File: config.mk
export PLATFORM = sky130hd
export DESIGN_NAME = fdma_axi_wr_master
export DESIGN_NICKNAME = d
export VERILOG_FILES = /design/src/rtl/fdma_axi_wr_master.sv
export SDC_FILE = /design/constraint.sdc
export NUM_CORES = 1
export LEC_CHECK = 0
export ABC_AREA = 1
export CAP_MARGIN = 10
export CORE_ASPECT_RATIO = 1.75
export CORE_MARGIN = 5
export CORE_UTILIZATION = 38
export CTS_BUF_LIST = sky130_fd_sc_hd__clkbuf_16
export DETAILED_ROUTE_END_ITERATION = 16
export GPL_TIMING_DRIVEN = 0
export MAX_ROUTING_LAYER = met4
export PLACE_DENSITY = 0.78
export SLEW_MARGIN = 20
export SYNTH_ARGS = -nofsm -noshare
export SYNTH_HDL_FRONTEND = slang
export SYNTH_SLANG_ARGS = --single-unit
File: constraint.sdc
create_clock -name ui_clk -period 2.6 [get_ports ui_clk]
set_input_delay 0.78 -clock ui_clk [delete_from_list [all_inputs] [get_ports ui_clk]]
set_output_delay 0.78 -clock ui_clk [all_outputs]
set_load 0.005 [all_outputs]
File: src/rtl/fdma_axi_wr_master.sv
// FDMA write engine: turns one (address, beat count) request into 4 KB-safe
// AXI4 INCR write bursts, pulling data beat-by-beat from the granted source.
module fdma_axi_wr_master #(
  parameter int unsigned AXI_DATA_WIDTH    = 128,
  parameter int unsigned AXI_ADDR_WIDTH    = 32,
  parameter int unsigned AXI_MAX_BURST_LEN = 64
) (
  input  logic                          ui_clk,
  input  logic                          ui_rstn,
  input  logic [AXI_ADDR_WIDTH-1:0]     fdma_waddr,
  input  logic                          fdma_wareq,
  input  logic [15:0]                   fdma_wsize,
  output logic                          fdma_wbusy,
  input  logic [AXI_DATA_WIDTH-1:0]     fdma_wdata,
  output logic                          fdma_wvalid,
  output logic                          fdma_werr,
  output logic [AXI_ADDR_WIDTH-1:0]     m_axi_awaddr,
  output logic [7:0]                    m_axi_awlen,
  output logic [2:0]                    m_axi_awsize,
  output logic [1:0]                    m_axi_awburst,
  output logic                          m_axi_awvalid,
  input  logic                          m_axi_awready,
  output logic [AXI_DATA_WIDTH-1:0]     m_axi_wdata,
  output logic [AXI_DATA_WIDTH/8-1:0]   m_axi_wstrb,
  output logic                          m_axi_wlast,
  output logic                          m_axi_wvalid,
  input  logic                          m_axi_wready,
  input  logic [1:0]                    m_axi_bresp,
  input  logic                          m_axi_bvalid,
  output logic                          m_axi_bready
);

  localparam int unsigned BYTES_PER_BEAT = AXI_DATA_WIDTH / 8;
  localparam int unsigned SIZE_LOG2      = $clog2(BYTES_PER_BEAT);

  typedef enum logic [2:0] {S_IDLE, S_CALC, S_AW, S_W, S_B} state_e;

  state_e                      state_q;
  logic [AXI_ADDR_WIDTH-1:0]   addr_q;
  logic [15:0]                 remain_q;
  logic [AXI_ADDR_WIDTH-1:0]   awaddr_q;
  logic [7:0]                  awlen_q;
  logic [7:0]                  beat_q;
  logic                        busy_q;
  logic                        awvalid_q;
  logic                        wvalid_q;
  logic                        wlast_q;
  logic                        bready_q;
  logic                        werr_q;

  logic [12:0]                 bnd_bytes_c;
  logic [12:0]                 bnd_beats_c;
  logic [16:0]                 burst_c;
  logic [7:0]                  awlen_d;
  logic [8:0]                  beats_c;
  logic [AXI_ADDR_WIDTH-1:0]   step_c;

  // Next burst length: limited by remaining beats, max burst and the 4 KB page
  always_comb begin
    bnd_bytes_c = 13'd4096 - {1'b0, addr_q[11:0]};
    bnd_beats_c = bnd_bytes_c >> SIZE_LOG2;
    burst_c     = {1'b0, remain_q};
    if (burst_c > 17'(AXI_MAX_BURST_LEN)) burst_c = 17'(AXI_MAX_BURST_LEN);
    if (burst_c > {4'd0, bnd_beats_c})    burst_c = {4'd0, bnd_beats_c};
    awlen_d     = 8'(burst_c - 17'd1);
    beats_c     = 9'(awlen_q) + 9'd1;
    step_c      = AXI_ADDR_WIDTH'(beats_c) << SIZE_LOG2;
  end

  always_ff @(posedge ui_clk or negedge ui_rstn) begin
    if (!ui_rstn) begin
      state_q   <= S_IDLE;
      addr_q    <= '0;
      remain_q  <= '0;
      awaddr_q  <= '0;
      awlen_q   <= '0;
      beat_q    <= '0;
      busy_q    <= 1'b0;
      awvalid_q <= 1'b0;
      wvalid_q  <= 1'b0;
      wlast_q   <= 1'b0;
      bready_q  <= 1'b0;
      werr_q    <= 1'b0;
    end else begin
      case (state_q)
        S_IDLE: begin
          if (fdma_wareq && (fdma_wsize != 16'd0)) begin
            addr_q   <= fdma_waddr;
            remain_q <= fdma_wsize;
            werr_q   <= 1'b0;
            busy_q   <= 1'b1;
            state_q  <= S_CALC;
          end
        end
        S_CALC: begin
          awaddr_q  <= addr_q;
          awlen_q   <= awlen_d;
          awvalid_q <= 1'b1;
          state_q   <= S_AW;
        end
        S_AW: begin
          if (m_axi_awready) begin
            awvalid_q <= 1'b0;
            wvalid_q  <= 1'b1;
            beat_q    <= 8'd0;
            wlast_q   <= (awlen_q == 8'd0);
            state_q   <= S_W;
          end
        end
        S_W: begin
          if (m_axi_wready) begin
            if (wlast_q) begin
              wvalid_q <= 1'b0;
              wlast_q  <= 1'b0;
              bready_q <= 1'b1;
              addr_q   <= addr_q + step_c;
              remain_q <= remain_q - 16'(beats_c);
              state_q  <= S_B;
            end else begin
              beat_q  <= beat_q + 8'd1;
              wlast_q <= (8'(beat_q + 8'd1) == awlen_q);
            end
          end
        end
        S_B: begin
          if (m_axi_bvalid) begin
            bready_q <= 1'b0;
            if (m_axi_bresp != 2'b00) werr_q <= 1'b1;
            if (remain_q == 16'd0) begin
              busy_q  <= 1'b0;
              state_q <= S_IDLE;
            end else begin
              state_q <= S_CALC;
            end
          end
        end
        default: state_q <= S_IDLE;
      endcase
    end
  end

  // Data path is a pure pass-through so the source FIFO pops in the handshake cycle
  assign fdma_wvalid   = wvalid_q & m_axi_wready;
  assign m_axi_wdata   = wvalid_q ? fdma_wdata : '0;
  assign fdma_wbusy    = busy_q;
  assign fdma_werr     = werr_q;
  assign m_axi_awaddr  = awaddr_q;
  assign m_axi_awlen   = awlen_q;
  assign m_axi_awsize  = 3'(SIZE_LOG2);
  assign m_axi_awburst = 2'b01;
  assign m_axi_awvalid = awvalid_q;
  assign m_axi_wstrb   = '1;
  assign m_axi_wlast   = wlast_q;
  assign m_axi_wvalid  = wvalid_q;
  assign m_axi_bready  = bready_q;

endmodule

After elaboration in Yosys (flattened, before gate mapping)
Index checks and enable logic that the tools add are counted.
- flip-flop bits (word level): 105
- bits in latches: 0
- bits in writable memories: 0
- memory bits (read-only): 0
- bits of input ports: 184
- output and inout bits: 196
- word-level logic and storage cells: 98
- memories kept: 0
- add/subtract/negate cells: 6
- $mul: 0
- divide/modulo/power cells: 0
- order comparisons: 2
- equality and inequality tests: 13
- shift-type cells: 0
- muxes and demuxes: 44
- bitwise operators: 1
- reduce and logical (&&, ||, !) cells: 20
- operators by type and width (kind ; number):
    $mux W128 ; 1
    $mux W32 ; 3
    $mux W16 ; 4
    $pmux W32 S2 ; 1
    $add A32 B13 Y32 ; 1
    $mux W8 ; 4
    $pmux W16 S2 ; 1
    $reduce_and A4 Y1 ; 6
    $mux W1 ; 17
    $gt A16 B7 Y1 const B ; 1
    $gt A16 B9 Y1 ; 1
    $logic_not A16 Y1 ; 1
    $ne A2 B2 Y1 const B ; 8
    $pmux W8 S2 ; 1
    $reduce_bool A16 Y1 ; 1
    $sub A16 B9 Y16 ; 1
    $mux W3 ; 5
    $pmux W3 S5 ; 1
    $sub A13 B12 Y13 const A ; 1
    $pmux W1 S2 ; 6
    $reduce_bool A2 Y1 ; 6
    $add A8 B1 Y9 const B ; 1
    $add A8 B1 Y8 const B ; 1
    $eq A8 B8 Y1 ; 1
    11 further kinds ; 12

Longest topological paths before layout
Gate-level depths: netlist (run 1).
- depth after elaboration: 5
- gate-level depth with buffers: 23
- gate-level depth less buffers: 23

Least setup slack after synthesis (run 1)
Ideal clock, no wire load.
- path type: register to register
- from: reg addr_q[3]
- to: reg awlen_q[4] (netlist: m_axi_awlen[4])
- setup time: 0.117 ns
- arrival time: 2.789 ns
- required time: 2.483 ns
- setup slack: -0.306 ns
- cell stages (with the launch flop): 21
- buffers on the path: 0
- clock period less this slack: 2.906 ns
- path through: dfrtp_1 nor2_1 nand2_1 nor2_1 nand4_1 or2_2 nand2_1 ha_1 nand2_1 nor3b_1 nand2_1 nand3_2 nand2_2 nand2_1 o21ai_2 inv_1 ha_1 nand3_1 xor2_1 nand2_1 nand2_1
- word-level cells in the longest chain between the ends: 4
- ends and longest elaborated chain (what ; RTL line ; text):
    from (decl) ; 39 ; logic [AXI_ADDR_WIDTH-1:0] addr_q;
    from (signal assigned) ; 88 ; addr_q <= fdma_waddr;
    from (signal assigned) ; 116 ; addr_q <= addr_q + step_c;
    $sub A13 B12 Y13 * ; 60 ; bnd_bytes_c = 13'd4096 - {1'b0, addr_q[11:0]};
    $gt A16 B9 Y1 ; 64 ; if (burst_c > {4'd0, bnd_beats_c}) burst_c = {4'd0, bnd_beats_c};
    $mux W8 * ; 64 ;
    $sub A8 B1 Y8 * ; 65 ; awlen_d = 8'(burst_c - 17'd1);
    to (signal assigned) ; 97 ; awlen_q <= awlen_d;
    to (decl) ; 42 ; logic [7:0] awlen_q;
Every way passes the cells marked *; elsewhere a longest branch is shown, timed or not.
A chain may end at the register's enable or synchronous reset.

Final worst setup path (run 1)
- from: reg addr_q[3]
- to: reg awlen_q[6] (netlist: m_axi_awlen[6])
The elaborated chain is that of the path after synthesis.

==> results of run 1 <==
==> final timing paths <==
path,from,to,slack [ps]
setup / recovery,addr_q[3],m_axi_awlen[6],-370
hold / removal,ui_rstn,remain_q[14],290
setup reg to reg,addr_q[3],m_axi_awlen[6],-370
hold reg to reg,m_axi_awaddr[18],m_axi_awaddr[18],480
max in group asynchronous,ui_rstn,m_axi_wvalid,1580
min in group ui_clk,m_axi_awaddr[18],m_axi_awaddr[18],480
==> state kept, by name, indices dropped and copies added (netlist names) <==
register,count
addr_q,32
beat_q,8
fdma_wbusy,1
fdma_werr,1
m_axi_awaddr,32
m_axi_awlen,8
m_axi_awvalid,1
m_axi_bready,1
m_axi_wlast,1
m_axi_wvalid,1
remain_q,16
state_q,3
==> synth_stat cells (16+ instances only) <==
library cell / count
dfrtp_1: 105
ha_1: 31
xor2_1: 24
nor3_1: 16
nand4_1: 16
o21ai_0: 88
nand3_1: 64
nor2_1: 84
inv_1: 257
nand2_1: 395
clkbuf_1: 31
a21oi_1: 39
buf_4: 22
==> repair_timing <==
| action | CTS | global route |
|---|---|---|
| setup buffers | 38 | 20 |
| pin swaps | 41 | 58 |
| gates cloned | 1 | 0 |
| resized for setup | 330 | 111 |
| endpoints found under the setup margin | 173 | 58 |
==> power by group through the flow <==
| stage | Clock, mW | Sequential, mW | Combinational (mW) |
|---|---|---|---|
| 4_1_cts | 1.41 | 3.14 | 10.4 |
| 2_1_floorplan | 0 | 2.96 | 5.13 |
| 3_3_place_gp | 0 | 3.14 | 9.30 |
| 6_report | 1.42 | 3.21 | 11.5 |
| 3_5_place_dp | 0 | 3.18 | 9.36 |
| 5_1_grt | 1.48 | 3.27 | 12.3 |
==> per-stage QoR <==
stage / instance area [sq um] / hold slack (ps) / std cells / setup slack [ps] / setup TNS [ps]
2_1_floorplan: 8310 / 465 / 1297 / -110 / -230
6_report: 13700 / 293 / 1982 / -367 / -3290
3_3_place_gp: 12200 / 456 / 1907 / -3420 / -404020
5_1_grt: 13700 / 318 / 1981 / -551 / -6820
4_1_cts: 13200 / 301 / 1962 / -325 / -1870
3_5_place_dp: 12200 / 462 / 1908 / -783 / -45310
==> kinds of logic (layout without fill, tap and decap cells) <==
kind of cell	after synthesis	count (layout)	share of synthesized area (%)
AOI/OAI and AO/OA	183	183	12.4
xor gates and xnor gates	29	29	3.12
adders and majority gates	33	33	5.26
buffers and inverters	324	754	16.3
DFF	105	105	32.3
other	2	25	0.0924
and+or+nand+nor	600	601	30.6
==> per-layer routing <==
metal / part of all wire [%] / up-vias / GRT usage, %
li1: - / 4798 / -
met1: 36 / 4866 / 41.6
met2: 46 / 720 / 59.4
met3: 12 / 136 / 9.38
met4: 6.4 / 0 / 19.4
met5: 0 / - / -
==> area by class of cell <==
class	instances	area, sq um	area share, %
Multi-Input combinational cell	869	5110	37.3
Timing Repair Buffer	416	3920	28.6
Sequential cell	105	2640	19.3
Inverter	260	978	7.15
Buffer	62	420	3.07
Tap cell	252	315	2.30
Clock buffer	9	225	1.64
Clock inverter	7	72.6	0.530
Antenna cell	2	5.00	0.0366
==> worst max-delay path: stages (launching register included) <==
cell	delay (ps)
dfrtp_1	440
nor2_4	220
nand2_4	90
nor2_4	100
nand4_1	150
or2_4	300
nand2_4	90
ha_4	150
nand2_4	50
nor3b_2	160
nand2_1	100
nand3_4	150
nand2_8	90
o21ai_4	150
inv_2	70
ha_4	180
buf_6	120
nand2_2	50
nand2_1	60
nand3_1	80
nand2_1	60
==> impl_results.md, run 1 <==
* Run status: complete, but fails checks
* Failing checks: setup timing
* CP Data Required Time at 2860 ps
* Crit Path Class: flip-flop to flip-flop
* Global-route wire length before repair at 64200 um
* Minimum clock period at 2970 ps
* CP startpoint kind: flip-flop
* Synth async-reset ratio at 100%
* Post-DP HPWL at 37100 um
* GPL Wtd Cong at between 1 and 1.5
* Type of destination of the critical path: flip-flop
* Post-DRT Antenna Nets at 0
* Nets at 1940
* Clk slew on worst S/H paths at about 80 ps
* Core area at about 0.021 sq mm
* Layout cells sized above 1 at 20.9%
* Pwr/cell area at 1180 mW/mm^2
* Tcrit/Tclk final at 114%
* Hold Vio Cnt, Final at 0
* P_leak at 7.34 nW
* Worst-path maximum fanout at 5
* Slew Viols, Final at 0
* Vias/cell at 5.31
* Die area at about 0.025 sq mm
* CTS tree: built
* H-tree depth at 3
* Hold Buf Count CTS at 0
* Post-Synthesis Cells at between 1000 and 1500
* Commonest non-fill, non-tap cell in the layout: nand2_1
* Cell area after synthesis at 0.00813 sq mm
* Switching portion of total power at 51.5%
* Biggest area consumer among synthesized cells: dfrtp_1
* Initial DRC Count at between 700 and 800
* #FFs+latches synth at 105
* WL final at ~46000 um
* Synth Warn # at 0
* Initial Utilization at around two fifths
* Clk sinks at 105
* Post-DR wirelength/cell at approximately 23 um
* Post-synth cell types at 44
* Row count at 70
* Final setup viols at 23
* Synthesis-to-finish area growth at 68.4%
* Main synth FF type: dfrtp_1
* Clock Path Buffers at 2
* Area contributors post-synth: dfrtp_1 32%, nand2_1 18%, inv_1 12%
* Clk_skew at ~15 ps
* Post-synth EDFFs at 0
* FF-to-FF path depth at 20
* Width of the chip at 121 um
* Worst-Skew Late Latency at 370 ps
* Arrival @ worst endpoint at 3230 ps
* Total power at 16.1 mW
* Reg power frac at between 10% and 20%
* Total grt overflow at 0
* Fill count at 1964
* Max Cap Violations at 0
* Vert. Die Dim at between 200 and 250 um
* Sequential fraction of the synthesis area at 32.3%
* Post-synthesis area per instance at 6.37 sq um
* Clock group share of total power at 8.8%
* Relative slew slack at 44.0%
* Switching power at around 8.3 mW
* Port Buf Inserts at ~360
* Drt drc at 0
* Top-area cell type share of the netlist area at 32.3%
* Fmax at about 340 MHz
* Initial antenna violation count at 4
* DR vias at around 11000
* Pre-antenna DRT Iters at 5
* Cts bufs inserted at 9
* GRT Resource Usage Total at a little under two fifths
* Slack of the critical path at -367 ps
* Most frequent cells in the layout: 349 x nand2_1, 220 x clkdlybuf4s50_1, 187 x inv_1, 127 x dlygate4sd2_1, 92 x dfrtp_1
* Vias in the first global route at 10468
* Final Util at approximately two thirds
* Hold Crit Class: primary input to async pin
* Worst VDD drop at 0.582 mV
* RSZ-0062 raised after global routing: yes
* Ports at 380
* Largest net degree at the start of global routing at 76
* Clock root buffer: clkbuf_16
* Worst Max-Slew Pin Slew at 840 ps
* Cell internal pwr at 7.84 mW
* Combinational group share of total power at 71.3%
(Power assumes the default switching activity.)
==> run 2, diff against run 1 <==
--- a/config.mk
+++ b/config.mk
@@ -9,12 +9,13 @@
 export CAP_MARGIN = 10
 export CORE_ASPECT_RATIO = 1.75
 export CORE_MARGIN = 5
-export CORE_UTILIZATION = 38
-export CTS_BUF_LIST = sky130_fd_sc_hd__clkbuf_16
+export CORE_UTILIZATION = 39
+export CTS_BUF_LIST = sky130_fd_sc_hd__clkbuf_4
+export CTS_CLUSTER_SIZE = 40
 export DETAILED_ROUTE_END_ITERATION = 16
 export GPL_TIMING_DRIVEN = 0
 export MAX_ROUTING_LAYER = met4
-export PLACE_DENSITY = 0.78
+export PLACE_DENSITY = 0.8
 export SLEW_MARGIN = 20
 export SYNTH_ARGS = -nofsm -noshare
 export SYNTH_HDL_FRONTEND = slang
==> run 2 against run 1 <==
Net effect:
- the run still ends with setup timing left
- sequential power is 2% lower
- clock power is 31% lower
- clock-buffer cell count stayed put
==> impl_results.md, run 2 (synthesis gave the netlist of run 1 again) <==
* Worst Path Buf+Inv at 3 (+1)
* Hold Buf Count CTS at 0 (unchanged)
* Cell internal pwr at 8.26 mW (+5.4%)
* Post-DR wirelength/cell at 23.0 um (-0.77%)
* CP Launch Point: addr_q[3]
* DR vias at 10840 (+3.0%)
* Row count at 70 (unchanged)
* Initial DRC Count at 891 (+14%)
* Slew Viols, Final at 0 (unchanged)
* Vias in the first global route at 10709 (+2.3%)
* Layout cells sized above 1 at 27.7% (+6.8 points)
* CTS tree: built
* Worst Max-Slew Pin Slew at 963 ps (+124 ps)
* M2 GR Usage at 61.9% (+2.6 points)
* CP delay by family, top: simple AND/OR/NAND/NOR gates
* DP Cell Count at 1908 (unchanged)
* TNS Setup at -5650 ps (-2360 ps)
* Post-DRT Antenna Nets at 0 (unchanged)
* RSZ-0062 raised after global routing: yes
* Width of the chip at 119 um (-1.2%)
* Nets at 1981 (+2.1%)
* P_leak at 7.64 nW (+4.1%)
* Global-route wire length before repair at 65600 um (+2.2%)
* Fill count at 1730 (-12%)
* Crit-path cells: nor2_4 > buf_4 > nand3_2 > o21ai_1 > nand2_1 > ha_1 > nand2_2 > inv_1 > nand2_1 > nand2_1 > nand2_2 > nand3_4 > buf_6 > nand2_4 > nand2_2 > nand2_4 > nand2_4 > nor2_4 > nand2_1 > nand2_1 > nand3_2 > nand2_1
* Slowest stage delay, CP at 450 ps (about the same)
* Fin cells at 2023 (+2.1%)
* H-tree depth at 3 (unchanged)
* Clk_skew at 45.0 ps (+30.4 ps)
* GRT Resource Usage Total at 37.9% (+1.2 points)
* GRT met3 Usage at 8.29% (-1.1 points)
* CP startpoint kind: flip-flop
* Most numerous cell on the critical path: nand2_1
* Clock group share of total power at 5.7% (-3.1 points)
* Clk sinks at 105 (unchanged)
* Total grt overflow at 0 (unchanged)
* Port Buf Inserts at 358 (unchanged)
* Clk slew on worst S/H paths at 240 ps (+160 ps)
* Drt drc at 0 (unchanged)
* FF-to-FF path depth at 22 (+10%)
* Vert. Die Dim at 201 um (-1.2%)
* Fmax at 337 MHz (about the same)
* Pwr/cell area at 1190 mW/mm^2 (+0.92%)
* Hold Crit Class: primary input to async pin
* Tcrit/Tclk final at 114% (about the same)
* Minimum clock period at 2970 ps (+2.51 ps)
* Relative slew slack at 35.2% (-8.8 points)
* Core area at 0.0208 sq mm (-1.3%)
* Commonest non-fill, non-tap cell in the layout: nand2_1
* Clock root buffer: clkbuf_4
* Critical path's slowest cell: dfrtp_1
* Max Cap Violations at 0 (unchanged)
* Combinational group share of total power at 75.9% (+4.6 points)
* Synthesis-to-finish area growth at 77.2%
* Ports at 380 (unchanged)
* Flop2flop setup slack at -370 ps (about the same)
* Initial Utilization at 39.2% (+0.49 points)
* Worst path depth at 22 (+10%)
* Switching power at 8.88 mW (+6.9%)
* Clock Path Buffers at 2 (unchanged)
* Initial antenna violation count at 11 (+7)
* Total power at 17.1 mW (+6.2%)
* Worst r2r dst: m_axi_awlen[7]
* GPL Wtd Cong at 1.02 (-1.6%)
* Hold Worst Slack at 129 ps (-164 ps)
* WL final at 46500 um (+1.3%)
* Die area at 0.0240 sq mm (-2.4%)
* Switching portion of total power at 51.8% (+0.35 points)
* Failing checks: setup timing
* Reg2reg start: addr_q[3]
* Final Util at 69.4% (+4.3 points)
* Post-Place Cell Area at 0.0122 sq mm (unchanged)
* CP Data Required Time at 3060 ps (+200 ps)
* Top Usage Layer GRT: met2
* DP Worst Slack at -793 ps (-10.1 ps)
* Run status: complete, but fails checks
* Post-DP HPWL at 36600 um (-1.4%)
* Largest net degree at the start of global routing at 67 (-12%)
* Crit Path Class: flip-flop to flip-flop
* Critical Path Sink: m_axi_awlen[7]
* Worst-path maximum fanout at 5 (unchanged)
* Final setup viols at 34 (+48%)
* Type of destination of the critical path: flip-flop
* Pre-antenna DRT Iters at 6 (+1)
* Most frequent cells in the layout: 310 x nand2_1, 219 x clkdlybuf4s50_1, 190 x inv_1, 91 x dfrtp_1, 90 x buf_4
* Reg power frac at 18.4% (-1.5 points)
* Cts bufs inserted at 9 (unchanged)
* Worst VDD drop at 0.611 mV (+4.8%)
* Worst-Skew Late Latency at 540 ps (+170 ps)
* Met1 usage at 44.5% (+2.9 points)
* Vias/cell at 5.36 (+0.95%)
* Post-route cell area at 0.0144 sq mm (+5.2%)
* Arrival @ worst endpoint at 3430 ps (+200 ps)
* Hold Vio Cnt, Final at 0 (unchanged)
* Slack of the critical path at -369 ps (-2.51 ps)
==> run 2: area by class of cell <==
class	count	area [sq um]	area share, %
diodes	2	5.00	0.0347
plain buffers	60	464	3.22
clock buffers	9	67.6	0.469
clock inverters	7	86.3	0.599
inverters	260	978	6.79
multi-input cells	869	5520	38.3
flip-flops and latches	105	2650	18.4
well taps	252	315	2.19
repair buffers	459	4320	30.0
==> run 2: what timing repair did <==
action	4_1_cts	5_1_grt
pin swaps	47	80
resized for setup	448	246
cloned	2	1
setup endpoints to repair	172	147
buffers inserted	62	38
==> run 2: how the worst min path moves through the flow <==
stage	from	to	depth (start not counted)	slack [ps]
after floorplan	m_axi_awvalid	m_axi_awvalid	2	470
after global placement	m_axi_awaddr[17]	m_axi_awaddr[17]	2	460
after detailed placement	m_axi_awaddr[17]	m_axi_awaddr[17]	2	460
after CTS	ui_rstn	addr_q[15]	1	140
after global routing	ui_rstn	addr_q[15]	1	150
final	ui_rstn	addr_q[15]	1	130
==> run 2: power by group through the flow <==
stage	logic [mW]	registers (mW)	clock network [mW]
6_report	13.0	3.16	0.975
3_5_place_dp	9.39	3.17	0
3_3_place_gp	9.35	3.14	0
4_1_cts	11.2	3.11	0.962
2_1_floorplan	5.13	2.96	0
5_1_grt	13.8	3.22	1.02
==> run 2: worst reg2reg max path: stages, from the launching register on <==
cell,delay [ps]
dfrtp_1,450
nor2_4,200
buf_4,150
nand3_2,110
o21ai_1,170
nand2_1,140
ha_1,310
nand2_2,110
inv_1,50
nand2_1,70
nand2_1,80
nand2_2,90
nand3_4,130
buf_6,160
nand2_4,80
nand2_2,70
nand2_4,100
nand2_4,70
nor2_4,120
nand2_1,60
nand2_1,60
nand3_2,80
nand2_1,90
==> run 2: layer usage <==
layer / share of wire [%] / wire, um / vias up
li1: - / - / 4880
met1: 36 / 16900 / 5062
met2: 47 / 21900 / 733
met3: 11 / 4930 / 165
met4: 5.8 / 2690 / 0
met5: 0 / 0 / -
